[src/rtl/pdm_to_pcm_decimator.sv]
// -----------------------------------------------------------------------------
// pdm_to_pcm_decimator
//
// Front end of the audio chain. Generates the PDM microphone clock, samples the
// 1-bit PDM stream and decimates it with a 4th-order CIC (Hogenauer) filter.
// It emits 16-bit offset-binary PCM words with a one-cycle valid strobe.
//
// Ports:
//   clk        in   system clock, all logic on the rising edge
//   rst_n      in   asynchronous, active-low reset
//   en         in   run enable; low freezes the block
//   pdm_data   in   PDM bit from the microphone (asynchronous to clk)
//   pdm_clk    out  clock driven to the microphone (registered)
//   pcm        out  16-bit decimated sample, offset binary (midpoint 16'h8000)
//   pcm_valid  out  one-cycle strobe when pcm updates
//   clip       out  sticky flag: an emitted word was saturated
// -----------------------------------------------------------------------------
module pdm_to_pcm_decimator #(
    parameter int CLK_DIV = 50,
    parameter int DECIM   = 64
) (
    input  logic        clk,
    input  logic        rst_n,
    input  logic        en,
    input  logic        pdm_data,
    output logic        pdm_clk,
    output logic [15:0] pcm,
    output logic        pcm_valid,
    output logic        clip
);

    localparam int LOG2_DECIM = $clog2(DECIM);
    // Internal width covers the full CIC gain DECIM^4 plus sign and +/-1 input.
    localparam int W          = 2 + 4 * LOG2_DECIM;
    // Drops the CIC gain down to a 16-bit nominal range of [-32768, +32768].
    localparam int SHIFT      = 4 * LOG2_DECIM - 15;
    localparam int HALF       = CLK_DIV / 2;
    localparam int DIV_W      = $clog2(CLK_DIV);
    localparam int DEC_W      = LOG2_DECIM;

    localparam logic signed [W-1:0] PCM_MAX = W'(32'sd32767);
    localparam logic signed [W-1:0] PCM_MIN = W'(-32'sd32768);

    // Saturate a scaled comb result to 16 bits. Returns {clip, offset_binary}.
    function automatic logic [16:0] sat_to_pcm(input logic signed [W-1:0] v);
        logic [16:0] r;
        if (v > PCM_MAX) begin
            r = {1'b1, 16'h7FFF};
        end else if (v < PCM_MIN) begin
            r = {1'b1, 16'h8000};
        end else begin
            r = {1'b0, v[15:0]};
        end
        sat_to_pcm = {r[16], ~r[15], r[14:0]};
    endfunction

    // ---------------------------------------------------------------- signals
    logic [DIV_W-1:0]     div_cnt_r;
    logic [DIV_W-1:0]     div_cnt_nxt_s;
    logic                 pdm_clk_r;
    logic                 strobe_s;

    logic                 sync1_r;
    logic                 sync2_r;
    logic signed [W-1:0]  x_s;

    logic signed [W-1:0]  int0_r;
    logic signed [W-1:0]  int1_r;
    logic signed [W-1:0]  int2_r;
    logic signed [W-1:0]  int3_r;

    logic [DEC_W-1:0]     dec_cnt_r;
    logic                 dec_last_s;
    logic                 dec_pend_r;
    logic                 out_pend_r;

    logic signed [W-1:0]  dly0_r;
    logic signed [W-1:0]  dly1_r;
    logic signed [W-1:0]  dly2_r;
    logic signed [W-1:0]  dly3_r;
    logic signed [W-1:0]  c0_s;
    logic signed [W-1:0]  c1_s;
    logic signed [W-1:0]  c2_s;
    logic signed [W-1:0]  c3_s;
    logic signed [W-1:0]  comb_out_r;
    logic signed [W-1:0]  shifted_s;
    logic [16:0]          sat_s;

    logic [2:0]           warm_cnt_r;
    logic [15:0]          pcm_r;
    logic                 pcm_valid_r;
    logic                 clip_r;

    // ---------------------------------------------------------- clock divider
    // Next divider count: held at zero while disabled, wraps at CLK_DIV-1.
    always_comb begin
        div_cnt_nxt_s = {DIV_W{1'b0}};
        if (!en) begin
            div_cnt_nxt_s = {DIV_W{1'b0}};
        end else if (div_cnt_r == DIV_W'(CLK_DIV - 1)) begin
            div_cnt_nxt_s = {DIV_W{1'b0}};
        end else begin
            div_cnt_nxt_s = div_cnt_r + DIV_W'(1);
        end
    end

    // Divider counter and registered PDM clock. pdm_clk is derived from the
    // next count so that it lines up with div_cnt_r in the same cycle; the en
    // gate forces it low while the divider is parked at zero.
    always_ff @(posedge clk or negedge rst_n) begin
        if (!rst_n) begin
            div_cnt_r <= {DIV_W{1'b0}};
            pdm_clk_r <= 1'b0;
        end else begin
            div_cnt_r <= div_cnt_nxt_s;
            pdm_clk_r <= en && (div_cnt_nxt_s < DIV_W'(HALF));
        end
    end

    // Sample on the last high cycle of pdm_clk, when the mic data is settled.
    assign strobe_s   = en && (div_cnt_r == DIV_W'(HALF - 1));
    assign dec_last_s = strobe_s && (dec_cnt_r == DEC_W'(DECIM - 1));

    // ---------------------------------------------------------- input capture
    // Two-flop synchronizer for the asynchronous PDM bit.
    always_ff @(posedge clk or negedge rst_n) begin
        if (!rst_n) begin
            sync1_r <= 1'b0;
            sync2_r <= 1'b0;
        end else begin
            sync1_r <= pdm_data;
            sync2_r <= sync1_r;
        end
    end

    // Bit 1 maps to +1, bit 0 maps to -1.
    assign x_s = sync2_r ? {{(W-1){1'b0}}, 1'b1} : {W{1'b1}};

    // ------------------------------------------------------------ integrators
    // Four pipelined integrators; each stage adds the previous stage's old
    // value. Wrap-around modulo 2^W is harmless because the combs undo it.
    always_ff @(posedge clk or negedge rst_n) begin
        if (!rst_n) begin
            int0_r <= {W{1'b0}};
            int1_r <= {W{1'b0}};
            int2_r <= {W{1'b0}};
            int3_r <= {W{1'b0}};
        end else if (strobe_s) begin
            int0_r <= int0_r + x_s;
            int1_r <= int1_r + int0_r;
            int2_r <= int2_r + int1_r;
            int3_r <= int3_r + int2_r;
        end
    end

    // Decimation counter and the two-stage output pipeline flags. The pipeline
    // flags are not gated by en so an in-flight word always completes.
    always_ff @(posedge clk or negedge rst_n) begin
        if (!rst_n) begin
            dec_cnt_r  <= {DEC_W{1'b0}};
            dec_pend_r <= 1'b0;
            out_pend_r <= 1'b0;
        end else begin
            if (strobe_s) begin
                dec_cnt_r <= dec_cnt_r + DEC_W'(1);
            end
            dec_pend_r <= dec_last_s;
            out_pend_r <= dec_pend_r;
        end
    end

    // ------------------------------------------------------------------ combs
    // Four cascaded differentiators with differential delay 1.
    always_comb begin
        c0_s = int3_r - dly0_r;
        c1_s = c0_s - dly1_r;
        c2_s = c1_s - dly2_r;
        c3_s = c2_s - dly3_r;
    end

    // Comb delay lines and result register, updated once per decimated word.
    always_ff @(posedge clk or negedge rst_n) begin
        if (!rst_n) begin
            dly0_r     <= {W{1'b0}};
            dly1_r     <= {W{1'b0}};
            dly2_r     <= {W{1'b0}};
            dly3_r     <= {W{1'b0}};
            comb_out_r <= {W{1'b0}};
        end else if (dec_pend_r) begin
            dly0_r     <= int3_r;
            dly1_r     <= c0_s;
            dly2_r     <= c1_s;
            dly3_r     <= c2_s;
            comb_out_r <= c3_s;
        end
    end

    // Scale and saturate the comb result.
    always_comb begin
        shifted_s = comb_out_r >>> SHIFT;
        sat_s     = sat_to_pcm(shifted_s);
    end

    // ---------------------------------------------------------------- output
    // Output register with warm-up suppression: the first four words come out
    // of comb delay lines that are still filling, so they are discarded.
    always_ff @(posedge clk or negedge rst_n) begin
        if (!rst_n) begin
            warm_cnt_r  <= 3'd0;
            pcm_r       <= 16'h8000;
            pcm_valid_r <= 1'b0;
            clip_r      <= 1'b0;
        end else if (out_pend_r) begin
            if (warm_cnt_r == 3'd4) begin
                pcm_r       <= sat_s[15:0];
                pcm_valid_r <= 1'b1;
                if (sat_s[16]) begin
                    clip_r <= 1'b1;
                end
            end else begin
                warm_cnt_r  <= warm_cnt_r + 3'd1;
                pcm_valid_r <= 1'b0;
            end
        end else begin
            pcm_valid_r <= 1'b0;
        end
    end

    assign pdm_clk   = pdm_clk_r;
    assign pcm       = pcm_r;
    assign pcm_valid = pcm_valid_r;
    assign clip      = clip_r;

endmodule

[config.mk]
export PLATFORM = sky130hd
export DESIGN_NAME = pdm_to_pcm_decimator
export DESIGN_NICKNAME = d
export VERILOG_FILES = /design/src/rtl/pdm_to_pcm_decimator.sv
export SDC_FILE = /design/constraint.sdc
export NUM_CORES = 1
export LEC_CHECK = 0
export ABC_AREA = 1
export CORE_ASPECT_RATIO = 0.75
export CORE_MARGIN = 3
export CORE_UTILIZATION = 27
export CTS_CLUSTER_SIZE = 40
export DETAILED_ROUTE_END_ITERATION = 12
export GPL_ROUTABILITY_DRIVEN = 0
export PLACE_DENSITY_LB_ADDON = 0.12
export SLEW_MARGIN = 20
export SYNTH_ARGS = -nofsm -noshare
export SYNTH_HDL_FRONTEND = slang
export SYNTH_SLANG_ARGS = --single-unit
[constraint.sdc]
create_clock -name clk -period 16.2 [get_ports clk]
set_input_delay 3.24 -clock clk [delete_from_list [all_inputs] [get_ports clk]]
set_output_delay 3.24 -clock clk [all_outputs]
set_load 0.01 [all_outputs]
* Word level (Yosys, flattened, before mapping)
Index checks and enable logic that the tools add are counted.
** Word-level totals
- Flip-flop bits (word level) :: 272
- Input bits :: 4
- Output and inout port bits :: 19
** Operators by class
- Add/subtract/negate cells :: 11
- Magnitude comparators :: 3
- Equal/unequal tests :: 4
- Multiplexer cells :: 7
- Bitwise operators :: 2
- Reduce and logical (&&, ||, !) cells :: 6
** Operator list (number)
- 26-bit adder :: 4
- 26-bit subtractor :: 4
- 17-bit two-way mux :: 2
- 26-bit two-way mux :: 1
- 17-bit by 16-bit greater-than comparator with 1-bit output (second input constant) :: 1
- 17-bit by 16-bit less-than comparator with 1-bit output (second input constant) :: 1
- 6-bit by 1-bit adder with 6-bit output (second input constant) :: 2
- 6-bit equality test (second input constant) :: 2
- 6-bit two-way mux :: 2
- 6-bit by 5-bit equality test with 1-bit output (second input constant) :: 1
- 6-bit by 5-bit less-than comparator with 1-bit output (second input constant) :: 1
- 2-bit AND reduction :: 2
- 3-bit by 1-bit adder with 3-bit output (second input constant) :: 1
- 3-bit equality test (second input constant) :: 1
- 1-bit logical AND :: 3
- 3-bit AND reduction :: 1
- 1-bit two-way mux :: 2
- 1-bit inverter :: 2

* Depth between registers and ports, before layout
Gate-level depths: netlist of run 1.
- Word-level depth :: 5
- Depth in mapped cells :: 39
- Mapped depth without buffers :: 39

* Worst setup path before layout of run 1
OpenSTA, ideal clock, no wires.
- Path kind :: register to register
- From :: register int3_r[0]
- To :: register comb_out_r[25]
- Setup time :: 0.117 ns
- Arrival :: 5.385 ns
- Required time :: 16.083 ns
- Path slack :: 10.697 ns
- Stages on the path, launching flop included :: 37
- Period minus slack after synthesis :: 5.503 ns
- Cell sequence :: dfrtp_1 > inv_1 > ha_1 > fa_1 > o21ai_2 > nand2_1 > o211ai_2 > nand2_1 > nand2_1 > nand2_1 > nand2_1 > a21o_1 > nand2_1 > nand2_2 > xor2_1 > ha_1 > nand2_1 > nor4_1 > nand3_1 > o211ai_1 > a31oi_1 > xor2_1 > ha_1 > nand2_1 > nor4_1 > nand3_1 > nand3_1 > xor2_1 > inv_1 > ha_1 > inv_1 > o31ai_1 > a21oi_1 > inv_1 > nand3_1 > nand3_1 > nand2_1
** Between the ends
- Cells in the longest elaborated chain, start to end :: 4
** RTL lines
- start: declaration :: RTL line 70 : logic signed [W-1:0] int3_r;
- start signal: assignment :: RTL line 147 : int3_r <= {W{1'b0}};
- start signal: assignment :: RTL line 152 : int3_r <= int3_r + int2_r;
- 26-bit subtractor :: RTL line 175 : c0_s = int3_r - dly0_r;
- net c0_s[18] :: RTL line 81 : logic signed [W-1:0] c0_s;
- 26-bit subtractor :: RTL line 176 : c1_s = c0_s - dly1_r;
- net c1_s[22] :: RTL line 82 : logic signed [W-1:0] c1_s;
- 26-bit subtractor :: RTL line 177 : c2_s = c1_s - dly2_r;
- net c2_s[24] :: RTL line 83 : logic signed [W-1:0] c2_s;
- 26-bit subtractor :: RTL line 178 : c3_s = c2_s - dly3_r;
- end signal: assignment :: RTL line 188 : comb_out_r <= {W{1'b0}};
- end signal: assignment :: RTL line 194 : comb_out_r <= c3_s;
- end: declaration :: RTL line 85 : logic signed [W-1:0] comb_out_r;
The timed path passes the listed nets, and every way through them passes these cells.
A chain may end at the register's enable or synchronous reset.

* Worst setup path in the final report of run 1
- From :: register int3_r[0]
- To :: register comb_out_r[24]
The elaborated chain is that of the path after synthesis.

==> results of run 1 <==
==> worst reg2reg max path, delay by kind of cell (launching register included) <==
family	cells	cell delay (ns)
AND/OR/NAND/NOR	18	2.41
adder cells (fa/ha/maj)	5	1.73
AO/OA/AOI/OAI	6	1.11
XOR/XNOR	3	0.52
flip-flops	1	0.34
buffers and inverters	2	0.21
==> flip-flops by register name, indices dropped and copies added (netlist names), 17 cells and up <==
register / cells
comb_out_r: 17
dly0_r: 26
dly1_r: 26
dly2_r: 26
dly3_r: 26
int0_r: 26
int1_r: 26
int2_r: 26
int3_r: 26
==> per-stage QoR <==
stage	setup WS (ns)	hold WS [ns]
6_report	9.74	0.346
5_1_grt	9.01	0.358
4_1_cts	9.74	0.350
3_5_place_dp	9.74	0.336
3_3_place_gp	9.90	0.335
2_1_floorplan	10.70	0.331
==> worst paths after layout <==
kind	cells past startpoint	end
worst min-delay path	0	sync2_r
worst min register to register	0	sync2_r
max in group asynchronous	3	dly1_r[23]
min in group asynchronous	1	int0_r[2]
worst max register to register	34	comb_out_r[24]
worst max-delay path	34	comb_out_r[24]
==> kinds of logic (layout without fill, tap and decap cells) <==
logic type / after synthesis / after routing / share of synthesized area, %
AND/OR/NAND/NOR: 973 / 973 / 21.2
AO/OA/AOI/OAI: 638 / 638 / 18.8
buffers and inverters: 324 / 370 / 6.20
XOR/XNOR: 152 / 152 / 6.88
flip-flops: 263 / 263 / 33.3
adder cells (fa/ha/maj): 211 / 211 / 13.6
==> report_power, final <==
| group | internal, W | switching, W |
|---|---|---|
| Sequential | 0.000658 | 0.000000951 |
| Combinational | 0.00000738 | 0.0000252 |
| Clock | 0.000472 | 0.000327 |
| Total | 0.00114 | 0.000353 |
==> area by class of cell <==
cell class	count	share of cell area (%)
Clock buffer	55	4.77
Clock inverter	11	0.511
Inverter	273	4.60
Multi-Input combinational cell	1974	53.8
Sequential cell	263	29.6
Tap cell	957	5.38
Timing Repair Buffer	31	1.33
==> metal layers <==
metal	part of all wire, %	up-vias	GRT usage [%]
met5	0	-	0
met4	1.6	0	2.95
met3	5.2	50	2.51
met2	36	345	19.0
met1	57	7816	23.6
li1	-	8699	-
==> layout by cell type (no fill, tap or decap), types with 7 or more instances in the layout <==
cell type        synthesis  final
nand2_1                603    603
nor2_1                 135    135
o21ai_2                 26     26
or2_2                   18     18
nand4_1                 24     24
clkdlybuf4s50_1          0     21
clkbuf_8                 0      9
clkbuf_1                41     10
o211ai_1                11     11
fa_1                     7      7
a31oi_1                 37     37
nor3_1                  29     29
o21ai_1                 11     11
a211oi_1                 7      7
dfrtp_1                262    261
o21ai_0                257    257
nor4_1                  16     16
ha_1                   204    204
xnor2_1                 64     64
nand3_2                 13     13
xor2_1                  84     84
buf_4                    1      8
o21a_1                  13     13
o21bai_1                10     10
nand3_1                 92     91
a21o_1                  19     19
a21oi_2                 18     18
clkbuf_16                0     36
o221ai_1                12     12
a21oi_1                190    190
nand2_2                 22     22
inv_1                  266    265
==> out/metrics.cfg, run 1 <==
[status]
status = complete, no violations

[worst_setup_path]
worstPathArrival_ns = 6.87
worstSetupPathType = reg2reg
cp_common_cell = nand2_1
required_ns = 16.61
crit_path_start = int3_r[0]
critPathBufInv = 2
slowest_delay_ns = 0.44
r2r_start = int3_r[0]
crit_fanout = 5
crit_family = simple AND/OR/NAND/NOR gates
rrSetupSlack_ns = 9.74
start_kind = register
endpoint_kind = register
cp_slowest_cell = fa_1

[pwr]
peakVddDrop_mv = 0.0534
p_leak_nw = 10.8
power-per-cell-area_nw_per_um2 = 66.9
finalPower_w = 0.00149

[route]
drt_iter0_drc = 1200
wire_per_inst_um = 15.2
vias_per_cell = 4.74
ant_nets = 0
drc = 0
num_vias = 16900
wirelength_mm = 54.1
first_pass_iters = 6

[clock_tree]
clk_path_buf_depth = 3
htreeDepth = 2
clock-sinks = 263
insertion_delay_ns = 0.56
ctsRootBufferMaster = clkbuf_16
cts_made_buffers = 36
cts_setup_buffers = 0
clk_pin_slew_ns = 0.06
cts_tree = yes
ctsResizeCount = 0
hold_buffers = 0

[yosys]
synth-seq-cells = 263
synth.area.top_cells = dfrtp_1 (33%), ha_1 (13%), nand2_1 (11%), o21ai_0 (6.5%), inv_1 (5.0%)
synth_nets = 2776
yosysUniqueCellTypes = 60
synth_top_area_share_pct = 33.1
synth_area_per_cell_um2 = 7.73
synthArstFlopShare_pct = 100
synth_edf_count = 0
seq_area_frac_synth_pct = 33.3
yosysMostFrequentCell = nand2_1
syn-cell-area_um2 = 19800
synth_top_area_cell = dfrtp_1
synth.cells.most_frequent = nand2_1 (603), inv_1 (266), dfrtp_1 (262)
ys_warn_count = 0
synth_cells = 2561
synth_ff_type = dfrtp_1

[grt]
antenna_found_initial = 0
grt_pass1_wl_mm = 90.9
grt_use_total_pct = 14.4
grt_max_degree = 106
grt_overflow_total = 0
grt_pass1_vias = 16500

[cells_and_area]
fill_cells = 7755
diodes = 0
synthToLayoutAreaGrowth_pct = 12.6
postLayoutCellArea_um2 = 22300
stdcell_count = 3564
final_nets = 2794
final_util_pct = 30.8
drive_gt1_share_pct = 7.56
multi_input_area_um2 = 12000
seq_area_um2 = 6590

[floorplanning]
die_w_um = 319
start_util_pct = 27.4
num_rows = 85
die_area_um2 = 76600
io_pins = 23
coreArea_um2 = 72200
die_h_um = 240

[placement]
dp_cells = 3498
hpwl_mm = 41.3
place_area_um2 = 21100
port_buffers = 22

[timing]
tightest_slew_ns = 0.985
fin_crit_ns = 6.46
finalSetupViolCount = 0
fin_crit_sh_pct = 39.9
finalHoldViolations = 0
fin_worst_skew_ns = 0.0302
slew_headroom_pct = 33.9
clock.fmax_ghz = 0.155
grt_setup_unrepaired = false
setup_tns_ns = 0
drv_slew = 0

[hold_path]
worstHoldStart = sync1_r
hold_class = reg2reg

[job]
max_cap_violations = 0

Note: power is estimated with default switching activity, not from simulation.
==> run 2: changes to the inputs <==
==> constraint.sdc (replaced) <==
create_clock -name clk -period 5.8 [get_ports clk]
set_input_delay 1.16 -clock clk [delete_from_list [all_inputs] [get_ports clk]]
set_output_delay 1.16 -clock clk [all_outputs]
set_load 0.01 [all_outputs]
==> run 2 against run 1 <==
Compared with the run above:
- final area up 15%
- largest power group unchanged
- flip-flop and latch count is the same
- first-iteration DRC count down 9.4%
- non-clock buffer count rose by 232
- fmax grew 15%
- worst hold slack improved by 0.0072 ns
- via count grew 4.5%
- power rose to 2.8 times the previous value
- highest routed layer unchanged
- clock skew is 0.0037 ns higher
- wire length rose by 4.1%
- combinational power increased to 2.8 times the previous value
- critical path type unchanged
==> out/metrics.cfg, run 2 (synthesis gave the netlist of run 1 again) <==
[status]
status = complete, no violations

[worst_setup_path]
cp_num_cells = 31
slowest_delay_ns = 0.40
critPathBufInv = 6
cp_slowest_cell = dfrtp_1
r2r_start = dly0_r[0]
worstSetupPathType = reg2reg
crit_fanout = 4
rrSetupSlack_ns = 0.19
r2r_cells = 31
start_kind = register
worstPathArrival_ns = 6.05
crit_family = adder cells
rr_endpoint = comb_out_r[25]
endpoint_kind = register
required_ns = 6.24

[route]
num_vias = 17700
drc = 0
vias_per_cell = 4.66
drt_iter0_drc = 1087
wirelength_mm = 56.3
first_pass_iters = 5
ant_nets = 0
wire_per_inst_um = 14.8

[floorplanning]
coreArea_um2 = 72200
die_area_um2 = 76600
die_w_um = 319
num_rows = 85
io_pins = 23
die_h_um = 240
start_util_pct = 27.4

[clock_tree]
cts_made_buffers = 35
cts_tree = yes
htreeDepth = 2
clk_pin_slew_ns = 0.06
ctsRootBufferMaster = clkbuf_16
insertion_delay_ns = 0.56
clk_path_buf_depth = 3
hold_buffers = 0
clock-sinks = 263

[timing]
grt_setup_unrepaired = true
clock.fmax_ghz = 0.178
fin_crit_sh_pct = 96.7
finalSetupViolCount = 0
tightest_slew_ns = 1.01
fin_worst_skew_ns = 0.0339
slew_headroom_pct = 31.9
drv_slew = 0
finalHoldViolations = 0
fin_crit_ns = 5.61

[grt]
grt_max_degree = 153
antenna_found_initial = 0
grt_use_total_pct = 14.6
grt_pass1_vias = 17100
grt_pass1_wl_mm = 92.3
grt_overflow_total = 0

[cells_and_area]
final_cell_mix = nand2_1 (569), dfrtp_1 (261), inv_1 (258)
diodes = 0
stdcell_count = 3793
fill_cells = 7490
synthToLayoutAreaGrowth_pct = 29.0
drive_gt1_share_pct = 21.7
postLayoutCellArea_um2 = 25500
final_nets = 3025
final_common_cell = nand2_1

[job]
max_cap_violations = 0

[hold_path]
hold_end = sync2_r
hold_class = reg2reg
holdPathStages = 0
worstHoldStart = sync1_r

[placement]
dp_cells = 3699
place_area_um2 = 22600
hpwl_mm = 42.4
port_buffers = 22

[pwr]
power-per-cell-area_nw_per_um2 = 163
peakVddDrop_mv = 0.162
p_leak_nw = 12.2

run 2: changes by cell type in the layout (fill, tap and decap cells not counted), moves of 18 or more:
cell and delta:
buf_4 +223, ha_1 -33, nand2_2 +25, ha_4 +29, a21oi_2 +20, nand2_1 -34, xor2_1 -23, a21oi_1 -38
a21oi_4 +18
run 2: final cells by class:
type | count | area [um2] | share of cell area (%)
clock buffer | 47 | 1010 | 3.96
clock inverter | 16 | 153 | 0.598
inverter | 273 | 1030 | 4.03
multi-input combinational | 1974 | 13500 | 52.7
sequential | 263 | 6590 | 25.8
tap | 957 | 1200 | 4.69
timing repair buffer | 263 | 2090 | 8.18
run 2: worst max-delay path by stage:
stage                    from        endpoint
floorplan           int3_r[0]  comb_out_r[25]
global placement    int3_r[0]  comb_out_r[17]
detailed placement  int3_r[0]  comb_out_r[25]
CTS                 int3_r[0]  comb_out_r[21]
global route        int3_r[8]  comb_out_r[25]
finish              dly0_r[0]  comb_out_r[25]
run 2: where the power goes:
part	switching (W)	internal, W
combinational	0.0000711	0.0000210
clock	0.000915	0.00132
sequential	0.00000266	0.00184
total	0.000989	0.00318
run 2: worst reg2reg max path: cells and delay by family (launching register included):
kind                     cells  cell delay, ns
AND/OR/NAND/NOR              9            0.97
adder cells (fa/ha/maj)      5            1.53
AO/OA/AOI/OAI                8            1.29
XOR/XNOR                     3            0.65
buffers and inverters        6            0.68
flip-flops                   1            0.40
run 2: what timing repair did:
| action | CTS | global route |
|---|---|---|
| pin swaps | 28 | 115 |
| hold endpoints to repair | 0 | 0 |
| buffers inserted | 3 | 28 |
| endpoints found under the setup margin | 11 | 16 |
| resized for setup | 48 | 221 |
run 2: per-layer routing:
metal / vias up / routed length (um) / GRT usage (%) / part of all wire, %
met5: - / 0 / 0 / 0
met4: 0 / 832 / 3.05 / 1.5
met2: 269 / 21100 / 19.9 / 38
met3: 52 / 2450 / 2.16 / 4.3
li1: 9160 / - / - / -
met1: 8185 / 31900 / 23.6 / 57
run 2: through the flow:
stage          util, %  setup WS (ns)  setup TNS (ns)  hold WS (ns)  total power (W)
2_1_floorplan        -          0.297               0         0.331          0.00191
3_3_place_gp      31.3         -0.327           -2.24         0.334          0.00197
3_5_place_dp      31.3         -0.383           -2.67         0.340          0.00197
4_1_cts           33.3       0.000752               0         0.353          0.00427
5_1_grt           35.4         -0.166          -0.578         0.367          0.00435
6_report          35.4          0.191               0         0.353          0.00417
==> run 3: changes to the inputs <==
==> constraint.sdc (replaced) <==
create_clock -name clk -period 5.4 [get_ports clk]
set_input_delay 1.08 -clock clk [delete_from_list [all_inputs] [get_ports clk]]
set_output_delay 1.08 -clock clk [all_outputs]
set_load 0.01 [all_outputs]
==> run 3 against run 2 <==
Compared with the run above:
- the flow now finishes with violations (setup timing)
- sequential share of layout area is 1.0 points lower
- first-iteration DRC count down 0.74%
- power increased by 8.5%
- combinational power up 8.0%
- critical path type unchanged
- largest power group unchanged
==> out/metrics.cfg, run 3 (synthesis gave the netlist of run 1 again) <==
[clock_tree]
ctsRootBufferMaster = clkbuf_16
insertion_delay_ns = 0.57
clk_pin_slew_ns = 0.06
clock-sinks = 263
clk_path_buf_depth = 3
cts_made_buffers = 36
hold_buffers = 0
htreeDepth = 2
cts_tree = yes

[job]
max_cap_violations = 0

[cells_and_area]
synthToLayoutAreaGrowth_pct = 34.2
fill_cells = 7482
final_common_cell = nand2_1
drive_gt1_share_pct = 25.4
final_nets = 3115
final_cell_mix = nand2_1 (567), buf_4 (311), dfrtp_1 (261)
postLayoutCellArea_um2 = 26600
diodes = 0

[grt]
antenna_found_initial = 0
grt_pass1_vias = 17800
grt_max_degree = 118
grt_use_total_pct = 15.0
grt_overflow_total = 0
grt_pass1_wl_mm = 95.2

[placement]
place_area_um2 = 23100
port_buffers = 22
hpwl_mm = 42.4

[timing]
fin_worst_skew_ns = 0.0384
finalHoldViolations = 0
tightest_slew_ns = 1.02
grt_setup_unrepaired = true
fin_crit_sh_pct = 104
fin_crit_ns = 5.60
clock.fmax_ghz = 0.179
setup_slack_ns = -0.197
drv_slew = 0
slew_headroom_pct = 31.9
finalSetupViolCount = 10

[worst_setup_path]
r2r_cells = 33
worstPathArrival_ns = 6.08
r2r_start = dly0_r[0]
required_ns = 5.88
start_kind = register
endpoint_kind = register
rr_endpoint = comb_out_r[23]
worstSetupPathType = reg2reg
cp_common_cell = buf_4
rrSetupSlack_ns = -0.20
cp_slowest_cell = dfrtp_1
slowest_delay_ns = 0.41
crit_fanout = 3

[floorplanning]
die_area_um2 = 76600
io_pins = 23
coreArea_um2 = 72200
die_w_um = 319
num_rows = 85
start_util_pct = 27.4
die_h_um = 240

[route]
wire_per_inst_um = 14.7
vias_per_cell = 4.63
drt_iter0_drc = 1079
drc = 0
num_vias = 18000
wirelength_mm = 57.0
ant_nets = 0
first_pass_iters = 5

[pwr]
finalPower_w = 0.00452
peakVddDrop_mv = 0.185
p_leak_nw = 12.7
power-per-cell-area_nw_per_um2 = 170

[hold_path]
worstHoldStart = sync1_r
holdPathStages = 0
hold_class = reg2reg
hold_end = sync2_r

[status]
status = finished, violations left
violations = setup timing

==> run 3: cell types whose count changed in the layout (fill, tap and decap cells not counted), sizes merged <==
cell    change
bufinv      -1
clkinv      -6
buf        +89
clkbuf      +5
inv         +3
==> run 3: where the power goes <==
group	leakage, nW	switching (W)	internal (W)	total, W
logic	8.52	0.0000760	0.0000234	0.0000995
registers	3.64	0.00000284	0.00197	0.00198
clock network	0.587	0.000989	0.00146	0.00244
total	12.7	0.00107	0.00345	0.00452
==> run 3: how the worst max path moves through the flow <==
stage,cells after the start,to,start,slack [ns]
finish,33,comb_out_r[23],dly0_r[0],-0.20
global route,33,comb_out_r[25],dly0_r[7],-0.57
detailed placement,32,comb_out_r[22],int3_r[0],-0.80
floorplan,35,comb_out_r[25],int3_r[0],0.05
CTS,35,comb_out_r[25],int3_r[0],-0.28
global placement,31,comb_out_r[22],int3_r[0],-0.68
==> run 3: stage by stage <==
| step | TNS, ns | setup slack (ns) | util, % | instances | hold slack [ns] |
|---|---|---|---|---|---|
| after global placement | -6.75 | -0.675 | 31.9 | 3753 | 0.334 |
| after floorplan | 0 | 0.0494 | - | 2561 | 0.331 |
| final | -1.30 | -0.197 | 36.8 | 3883 | 0.342 |
| after global routing | -5.49 | -0.566 | 36.8 | 3883 | 0.349 |
| after detailed placement | -8.17 | -0.804 | 31.9 | 3753 | 0.337 |
| after CTS | -1.61 | -0.281 | 35.6 | 3858 | 0.344 |
==> run 3: metal layers <==
metal | wire length, um | vias up | part of all wire [%] | GRT usage (%)
li1 | - | 9339 | - | -
met1 | 32100 | 8328 | 56 | 23.8
met2 | 21800 | 245 | 38 | 21.1
met3 | 2260 | 54 | 4.0 | 2.48
met4 | 819 | 0 | 1.4 | 2.92
met5 | 0 | - | 0 | 0
==> run 3: final cells by class <==
cell class | count | area [um2] | share of cell area (%)
clock buffer | 52 | 1090 | 4.11
clock inverter | 12 | 104 | 0.391
inverter | 273 | 1030 | 3.89
multi-input combinational | 1974 | 13700 | 51.7
sequential | 263 | 6590 | 24.8
tap | 957 | 1200 | 4.51
timing repair buffer | 352 | 2810 | 10.6
==> run 3: worst max-delay path, delay by kind of cell (launching register included) <==
| kind | cells | cell delay, ns |
|---|---|---|
| adders and majority gates | 5 | 1.36 |
| xor gates and xnor gates | 3 | 0.46 |
| buffers and inverters | 8 | 0.83 |
| and+or+nand+nor | 6 | 0.70 |
| AOI/OAI and AO/OA | 11 | 1.78 |
| DFF | 1 | 0.41 |
==> run 3: repair_timing <==
item | in CTS | in global routing
resized for setup | 213 | 110
setup endpoints to repair | 16 | 17
pin swaps | 126 | 90
cloned | 0 | 0
setup buffers | 42 | 25
endpoints found under the hold margin | 0 | 0
